## src/rtl/mem_ctrl.sv

```systemverilog
// mem_ctrl: byte-serial memory controller sharing the 8-bit RAM/IO port
// between instruction fetch and the load/store buffer. Arbitrates, splits
// accesses into byte transfers, reassembles read data, honours flush,
// IO back-pressure and the global rdy pause.
module mem_ctrl (
   input  logic        clk,
   input  logic        rst,
   input  logic        rdy,
   input  logic        clear,
   input  logic        if_req,
   input  logic [31:0] if_addr,
   output logic        if_done,
   output logic [31:0] if_data,
   input  logic        ls_req,
   input  logic        ls_we,
   input  logic [1:0]  ls_size,
   input  logic [31:0] ls_addr,
   input  logic [31:0] ls_wdata,
   output logic        ls_done,
   output logic [31:0] ls_rdata,
   input  logic [7:0]  mem_din,
   output logic [7:0]  mem_dout,
   output logic [31:0] mem_a,
   output logic        mem_wr,
   input  logic        io_buffer_full
);

   localparam logic [1:0] S_IDLE  = 2'd0;
   localparam logic [1:0] S_READ  = 2'd1;
   localparam logic [1:0] S_WRITE = 2'd2;

   localparam logic GNT_IF = 1'b0;
   localparam logic GNT_LS = 1'b1;

   logic [1:0]  state;
   logic [2:0]  cnt;
   logic [2:0]  nbytes;
   logic [31:0] base;
   logic [31:0] wdata;
   logic [31:0] rd_buf;
   logic        is_ls;
   logic        last_grant;
   logic        mem_wr_q;
   logic        act_q;
   logic [7:0]  din_hold;

   logic        if_elig, ls_elig, pick_ls, grant, g_we, g_stall, io_stall;
   logic [2:0]  ls_n, g_n;
   logic [31:0] g_addr, rd_next;
   logic [7:0]  din, wr_byte;
   logic [1:0]  lane;

   // Arbitration, byte selection and read-data assembly.
   always_comb begin
      if_elig = if_req & ~if_done;
      ls_elig = ls_req & ~ls_done;
      pick_ls = ls_elig & (~if_elig | (last_grant == GNT_IF));
      grant   = (if_elig | ls_elig) & ~clear;
      case (ls_size)
         2'd0:    ls_n = 3'd1;
         2'd1:    ls_n = 3'd2;
         default: ls_n = 3'd4;
      endcase
      g_n     = pick_ls ? ls_n : 3'd4;
      g_addr  = pick_ls ? ls_addr : if_addr;
      g_we    = pick_ls & ls_we;
      g_stall = (ls_addr[17:16] == 2'b11) & io_buffer_full;
      io_stall = (base[17:16] == 2'b11) & io_buffer_full;
      // After a pause the RAM has moved on; use the byte saved on the first paused edge.
      din     = act_q ? mem_din : din_hold;
      lane    = cnt[1:0] - 2'd2;
      rd_next = rd_buf;
      rd_next[{lane, 3'b000} +: 8] = din;
      wr_byte = wdata[{cnt[1:0], 3'b000} +: 8];
   end

   assign mem_wr = mem_wr_q & rdy;

   // Remember the RAM byte that was due when a pause began.
   always_ff @(posedge clk or posedge rst) begin
      if (rst) begin
         act_q    <= 1'b1;
         din_hold <= 8'h00;
      end else begin
         act_q <= rdy;
         if (act_q) din_hold <= mem_din;
      end
   end

   // Main controller: grant, byte issue/capture, completion.
   always_ff @(posedge clk or posedge rst) begin
      if (rst) begin
         state      <= S_IDLE;
         cnt        <= 3'd0;
         nbytes     <= 3'd0;
         base       <= 32'h0;
         wdata      <= 32'h0;
         rd_buf     <= 32'h0;
         is_ls      <= 1'b0;
         last_grant <= GNT_IF;
         mem_wr_q   <= 1'b0;
         mem_a      <= 32'h0;
         mem_dout   <= 8'h00;
         if_done    <= 1'b0;
         if_data    <= 32'h0;
         ls_done    <= 1'b0;
         ls_rdata   <= 32'h0;
      end else begin
         // Done strobes last exactly one cycle, even across a pause.
         if_done <= 1'b0;
         ls_done <= 1'b0;
         if (rdy) begin
            case (state)
               S_IDLE: begin
                  if (grant) begin
                     last_grant <= pick_ls;
                     is_ls      <= pick_ls;
                     base       <= g_addr;
                     nbytes     <= g_n;
                     wdata      <= ls_wdata;
                     rd_buf     <= 32'h0;
                     mem_a      <= g_addr;
                     if (g_we) begin
                        state <= S_WRITE;
                        if (g_stall) begin
                           cnt      <= 3'd0;
                           mem_wr_q <= 1'b0;
                        end else begin
                           cnt      <= 3'd1;
                           mem_wr_q <= 1'b1;
                           mem_dout <= ls_wdata[7:0];
                        end
                     end else begin
                        state <= S_READ;
                        cnt   <= 3'd1;
                     end
                  end
               end
               S_READ: begin
                  if (clear) begin
                     state <= S_IDLE;
                     cnt   <= 3'd0;
                     mem_a <= 32'h0;
                  end else begin
                     if (cnt >= 3'd2) rd_buf <= rd_next;
                     if (cnt < nbytes) mem_a <= base + {29'b0, cnt};
                     if (cnt == nbytes + 3'd1) begin
                        state <= S_IDLE;
                        cnt   <= 3'd0;
                        if (is_ls) begin
                           ls_done  <= 1'b1;
                           ls_rdata <= rd_next;
                        end else begin
                           if_done <= 1'b1;
                           if_data <= rd_next;
                        end
                     end else begin
                        cnt <= cnt + 3'd1;
                     end
                  end
               end
               S_WRITE: begin
                  // Stores are committed, so clear has no effect here.
                  if (cnt == nbytes) begin
                     mem_wr_q <= 1'b0;
                     ls_done  <= 1'b1;
                     state    <= S_IDLE;
                     cnt      <= 3'd0;
                  end else if (io_stall) begin
                     mem_wr_q <= 1'b0;
                  end else begin
                     mem_a    <= base + {29'b0, cnt};
                     mem_dout <= wr_byte;
                     mem_wr_q <= 1'b1;
                     cnt      <= cnt + 3'd1;
                  end
               end
               default: state <= S_IDLE;
            endcase
         end
      end
   end

endmodule

```

## config.mk

```make
export PLATFORM = sky130hd
export DESIGN_NAME = mem_ctrl
export DESIGN_NICKNAME = d
export VERILOG_FILES = /design/src/rtl/mem_ctrl.sv
export SDC_FILE = /design/constraint.sdc
export NUM_CORES = 1
export LEC_CHECK = 0
export CAP_MARGIN = 20
export CORE_AREA = 2 2 169 171
export CTS_CLUSTER_DIAMETER = 30
export DETAILED_ROUTE_END_ITERATION = 8
export DIE_AREA = 0 0 171 173
export GPL_TIMING_DRIVEN = 0
export SLEW_MARGIN = 20
export SYNTH_ARGS = -nofsm -noshare
export SYNTH_HDL_FRONTEND = slang
export SYNTH_SLANG_ARGS = --single-unit
export TNS_END_PERCENT = 5
```

## constraint.sdc

```tcl
create_clock -name clk -period 9.5 [get_ports clk]
set_input_delay 1.9 -clock clk [delete_from_list [all_inputs] [get_ports clk]]
set_output_delay 1.9 -clock clk [all_outputs]
set_load 0.02 [all_outputs]
```

# --- Word-level counts from Yosys, hierarchy flattened ---
# Cells that the tools add are included.
totals:
  regBits: 221
  out_inout_bits: 107
  elab_cells: 125
  input_bits: 114
classes:
  n_shift: 3
  n_reduce_logical: 14
  n_eq_ne: 18
  muxes: 52
  bitwise: 15
  n_lt_le_gt_ge: 2
  n_addsub: 5
op_table:
  columns: ["op", "count"]
  rows:
  - ["$mux 32", 9]
  - ["$pmux 32 s3", 1]
  - ["$pmux 32 s2", 1]
  - ["$mux 8", 6]
  - ["$add 32x3->32", 1]
  - ["$bwmux 32", 1]
  - ["$shift 8x7->32 const A", 1]
  - ["$shiftx 32x6->8", 1]
  - ["$shiftx 8x7->32", 1]
  - ["$mux 3", 7]
  - ["$mux 1", 16]
  - ["$ne 2x2->1 const B", 8]
  - ["$pmux 8 s2", 1]
  - ["$reduce_and 5->1", 3]
  - ["$reduce_and 4->1", 3]
  - ["$mux 2", 5]
  - ["$ne 3x3->1 const B", 3]
  - ["$pmux 3 s3", 1]
  - ["$and 1x1->1", 8]
  - ["$neg 5->7", 1]
  - ["$reduce_and 7->1", 1]
  - ["$add 3x1->3 const B", 2]
  - ["$eq 2x2->1 const B", 3]
  - ["$eq 3x3->1", 2]
  - ["14 further kinds", 23]

# --- Depth between registers and ports, before layout ---
logic_depth:
  word_depth: 9
  ltp_mapped: 9
  mapped_depth_nobuf: 8

# --- Least setup slack after synthesis ---
# No wires, ideal clock.
synth_path:
  path_kind: "in2out"
  start: "in rdy"
  end: "out mem_wr"
  arrival_ps: 2528
  slack_ps: 5072
  n_path_buf: 1
  stages: 3
  required_ps: 7600
  path_cell_list: "buf_2 inv_1 nor2_1"
synth_between:
  elab_chain_cells: 1
synth_rtl:
  columns: ["item", "line_no", "source"]
  rows:
  - ["start: declaration", "8", "input logic rdy,"]
  - ["$and 1x1->1", "77", "assign mem_wr = mem_wr_q & rdy;"]
  - ["end: declaration", "24", "output logic mem_wr,"]
# No other way between the ends.

# --- Worst setup path in the final report ---
# Ends and elaborated chain as after synthesis.

==> impl_metrics.tcl <==
set metrics [dict create \
    hold_buffers 0 \
    cts_buffers 52 \
    dr.first_iter.drc_count 566 \
    final-hold-violation-count 0 \
    primary_flip_flop_cell_chosen_by_synthesis_mapping "sky130_fd_sc_hd__dfrtp_1" \
    status "complete, no violations" \
    die_area_sq_mm 0.0296 \
    drt_pre_antenna_iters 5 \
    seqCellArea_sq_mm 0.00553 \
    cts-resized-gates 0 \
    areaGrowthSynthToFinish_pct 42.2 \
    clock_power_share_pct 38.2 \
    clock_latency_ns 0.54 \
    die_w_um 171 \
    floorplan.initialDensity_pct 39.5 \
    timing.setup.critical_path_class "in2out" \
    clk_transition_reported_paths_ns 0.05 \
    yosys_register_bits 221 \
    grt_pass1_vias 8994 \
    power.internal_w 0.00320 \
    synth_seq_area_share_pct 50.7 \
    syn-mean-instance-area_sq_um 11.1 \
    clock_path_buffers 3 \
    grt_first_pass_wirelength_mm 50.3 \
    cts.sink_count 221 \
    worst_ep_arrival_time_ns 3.73 \
    crit_end_category "primary output" \
    cts_tree "yes" \
    io_buffer_count 220 \
    syn-cell-area_sq_mm 0.0109 \
    gr-usage-all-layers_pct 21.5 \
    drt-vias-per-instance 5.27 \
    power.ir.vdd_worst_v 0.000147 \
    switching_share_of_total_power_pct 34.5 \
    utilization_pct 56.1 \
    gpl.final_weighted_congestion 0.860 \
    detailroute.via_count 8875 \
    cts-root-buf "sky130_fd_sc_hd__clkbuf_16" \
    maxCapViolCount 0 \
    io_pins 221 \
    netlist_top_cells_area "sky130_fd_sc_hd__dfrtp_1 50%, sky130_fd_sc_hd__mux2_2 9.9%, sky130_fd_sc_hd__nand2_1 4.8%, sky130_fd_sc_hd__mux2i_1 3.2%, sky130_fd_sc_hd__o22ai_1 2.5%" \
    std_cell_rows 61 \
    grt_max_degree 104 \
    worst_hold_path_type "reg2reg" \
    antenna_violating_nets_post_route 0 \
    post_layout_nonfiller_instances 1684 \
    clock-skew-final_ns 0.0140 \
    slew_headroom_pct 34.9 \
    fmax_ghz 0.178 \
    post-route-worst-setup-slack_ns 3.87 \
    rsz_0062_raised_after_global_routing "false" \
    drive_gt1_share_pct 19.5 \
    cp-start-kind "input port" \
    setup_violations 0 \
    route.final.wire_length_mm 32.0 \
    design.final.nets 1395 \
    drt-wirelength-per-cell_um 19.0 \
    synth_top_cell_by_area "sky130_fd_sc_hd__dfrtp_1" \
    p_leak_nw 6.86 \
    htree_num_levels 2 \
    power.combinational.fraction_pct 32.8 \
    die_h_um 173 \
    drc 0 \
    design.core.area_sq_mm 0.0276 \
    count_of_flip_flops_with_a_built_in_enable_after_synthesis 0 \
    fill_cells 2447 \
    placedCellCount 1587 \
    total_switching_power_w 0.00169 \
    cp.required_ns 7.60 \
    final_min_period_over_clock_period_pct 59.3 \
    synth_cells 987 \
    synth_top_area_share_pct 50.5 \
    insertedDiodeCount 0 \
    total_count_of_max_transition_violations_in_the_final_report 0 \
    synth.net_count 1119 \
    cts_post_setup_buffers_inserted 0 \
    multi_input_comb_area_sq_mm 0.00484 \
    seqPwrFrac_pct 29.0 \
    antenna_found_initial 0 \
    post_place_worst_slack_ns 3.89 \
    worst-slew-pin-transition_ns 0.949 \
    ys.warnings.count 0 \
    total_congestion_overflow 0 \
    power.density_cell_area_mw_per_mm2 315 \
    detailedPlacementHpwl_mm 22.7 \
    final_period_minus_worst_setup_slack_ns 5.63 \
    crit_path_max_fanout 7 \
    postSynth.asyncResetShare_pct 100 \
    synth.lib_cells_used.distinct 71 \
]
==> sequential cells by signal, summed over array words and instances, names as in the netlist <==
signal and count:
state 2, base 32, act_q 1, cnt 3, mem_dout 8, mem_a 32
last_grant 1, din_hold 8, if_data 32, wdata 32, if_done 1, rd_buf 32
ls_rdata 32, ls_done 1, mem_wr_q 1, nbytes 3
==> synthesized netlist by cell type (3+ instances only) <==
cell type	n
sky130_fd_sc_hd__a21oi_1	20
sky130_fd_sc_hd__a22o_1	17
sky130_fd_sc_hd__a31oi_1	10
sky130_fd_sc_hd__and3_1	5
sky130_fd_sc_hd__and4_1	4
sky130_fd_sc_hd__buf_2	16
sky130_fd_sc_hd__buf_4	6
sky130_fd_sc_hd__buf_6	6
sky130_fd_sc_hd__clkbuf_1	23
sky130_fd_sc_hd__dfrtp_1	220
sky130_fd_sc_hd__ha_1	17
sky130_fd_sc_hd__inv_1	65
sky130_fd_sc_hd__mux2_2	96
sky130_fd_sc_hd__mux2i_1	35
sky130_fd_sc_hd__mux4_2	8
sky130_fd_sc_hd__nand2_1	139
sky130_fd_sc_hd__nand2b_1	5
sky130_fd_sc_hd__nand3_1	20
sky130_fd_sc_hd__nand4_1	14
sky130_fd_sc_hd__nor2_1	16
sky130_fd_sc_hd__nor2b_1	4
sky130_fd_sc_hd__nor3_1	9
sky130_fd_sc_hd__o2111ai_1	9
sky130_fd_sc_hd__o211ai_1	10
sky130_fd_sc_hd__o21a_1	3
sky130_fd_sc_hd__o21ai_0	42
sky130_fd_sc_hd__o21ai_2	6
sky130_fd_sc_hd__o221ai_1	12
sky130_fd_sc_hd__o22a_1	5
sky130_fd_sc_hd__o22ai_1	43
sky130_fd_sc_hd__o2bb2ai_1	16
sky130_fd_sc_hd__o31a_1	3
sky130_fd_sc_hd__o31ai_1	6
sky130_fd_sc_hd__or2_2	3
sky130_fd_sc_hd__or3_1	8
sky130_fd_sc_hd__or4_1	6
sky130_fd_sc_hd__xnor2_1	14
sky130_fd_sc_hd__xor2_1	5
==> placed cells by master (no fill, tap or decap), types with 6 or more instances in the layout <==
| master | instances |
|---|---|
| sky130_fd_sc_hd__inv_1 | 64 |
| sky130_fd_sc_hd__o31ai_1 | 6 |
| sky130_fd_sc_hd__clkbuf_16 | 52 |
| sky130_fd_sc_hd__o21ai_2 | 6 |
| sky130_fd_sc_hd__clkbuf_1 | 28 |
| sky130_fd_sc_hd__mux4_2 | 8 |
| sky130_fd_sc_hd__o221ai_1 | 12 |
| sky130_fd_sc_hd__o21ai_0 | 42 |
| sky130_fd_sc_hd__ha_1 | 17 |
| sky130_fd_sc_hd__a21oi_1 | 20 |
| sky130_fd_sc_hd__nand2_1 | 139 |
| sky130_fd_sc_hd__buf_2 | 16 |
| sky130_fd_sc_hd__a22o_1 | 17 |
| sky130_fd_sc_hd__nand4_1 | 14 |
| sky130_fd_sc_hd__o211ai_1 | 10 |
| sky130_fd_sc_hd__buf_4 | 6 |
| sky130_fd_sc_hd__bufinv_16 | 9 |
| sky130_fd_sc_hd__clkinv_4 | 6 |
| sky130_fd_sc_hd__a31oi_1 | 10 |
| sky130_fd_sc_hd__o2bb2ai_1 | 16 |
| sky130_fd_sc_hd__o22ai_1 | 43 |
| sky130_fd_sc_hd__dfrtp_1 | 220 |
| sky130_fd_sc_hd__buf_6 | 6 |
| sky130_fd_sc_hd__xnor2_1 | 14 |
| sky130_fd_sc_hd__clkbuf_8 | 6 |
| sky130_fd_sc_hd__o2111ai_1 | 9 |
| sky130_fd_sc_hd__nand3_1 | 20 |
| sky130_fd_sc_hd__clkinvlp_4 | 8 |
| sky130_fd_sc_hd__mux2_2 | 96 |
| sky130_fd_sc_hd__clkinv_2 | 6 |
| sky130_fd_sc_hd__clkdlybuf4s50_1 | 220 |
| sky130_fd_sc_hd__or4_1 | 6 |
| sky130_fd_sc_hd__mux2i_1 | 35 |
| sky130_fd_sc_hd__or3_1 | 8 |
| sky130_fd_sc_hd__nor2_1 | 16 |
| sky130_fd_sc_hd__nor3_1 | 9 |
==> power groups by stage <==
stage               Clock [W]  Combinational (W)  Sequential (W)
finish                0.00187            0.00161         0.00142
global placement            0            0.00158         0.00142
floorplan                   0           0.000932         0.00149
global route          0.00195            0.00175         0.00145
detailed placement          0            0.00160         0.00142
CTS                   0.00189            0.00161         0.00142
==> layout make-up <==
type	count	area share (%)
inverters	66	1.65
multi-input cells	646	31.2
well taps	378	3.05
clock buffers	63	9.04
repair buffers	222	14.6
flip-flops and latches	221	35.7
clock inverters	34	2.99
plain buffers	54	1.89
==> cell families after synthesis <==
kind of cell | synth area share, %
compound gates | 14.3
flops | 50.7
buf+inv | 4.96
xor+xnor | 1.74
mux | 14.8
fa+ha+maj | 2.13
simple gates | 11.4
==> critical path: stages <==
cell and delay [ns]:
sky130_fd_sc_hd__clkdlybuf4s50_1 0.53, sky130_fd_sc_hd__buf_2 0.24, sky130_fd_sc_hd__inv_1 0.20, sky130_fd_sc_hd__nor2_1 0.18, sky130_fd_sc_hd__clkdlybuf4s50_1 0.68
==> metrics by stage <==
stage / TNS (ns) / hold slack [ns] / area [sq um] / power (W)
finish: 0 / 0.471 / 15500 / 0.00489
global route: 0 / 0.486 / 15500 / 0.00515
CTS: 0 / 0.472 / 15500 / 0.00492
detailed placement: 0 / 0.460 / 13600 / 0.00303
global placement: -366.57 / 0.454 / 13600 / 0.00300
floorplan: 0 / 0.440 / 10900 / 0.00243
==> worst paths after layout <==
path | start | endpoint | slack [ns] | cells past startpoint
max | rdy | mem_wr | 3.87 | 5
min | wdata[20] | wdata[20] | 0.47 | 2
max reg2reg | cnt[1] | rd_buf[25] | 5.91 | 6
min reg2reg | wdata[20] | wdata[20] | 0.47 | 2
max in group asynchronous | rst | if_data[0] | 6.96 | 3
min in group asynchronous | rst | ls_rdata[12] | 1.72 | 2
==> metal layers <==
metal | track usage (%) | wire, um | vias up
li1 | - | - | 4156
met3 | 5.49 | 2400 | 55
met2 | 32.9 | 14400 | 289
met4 | 5.61 | 614 | 0
met1 | 30.5 | 14700 | 4375
met5 | 0 | 0 | -
Note: power is estimated with default switching activity, not from simulation.
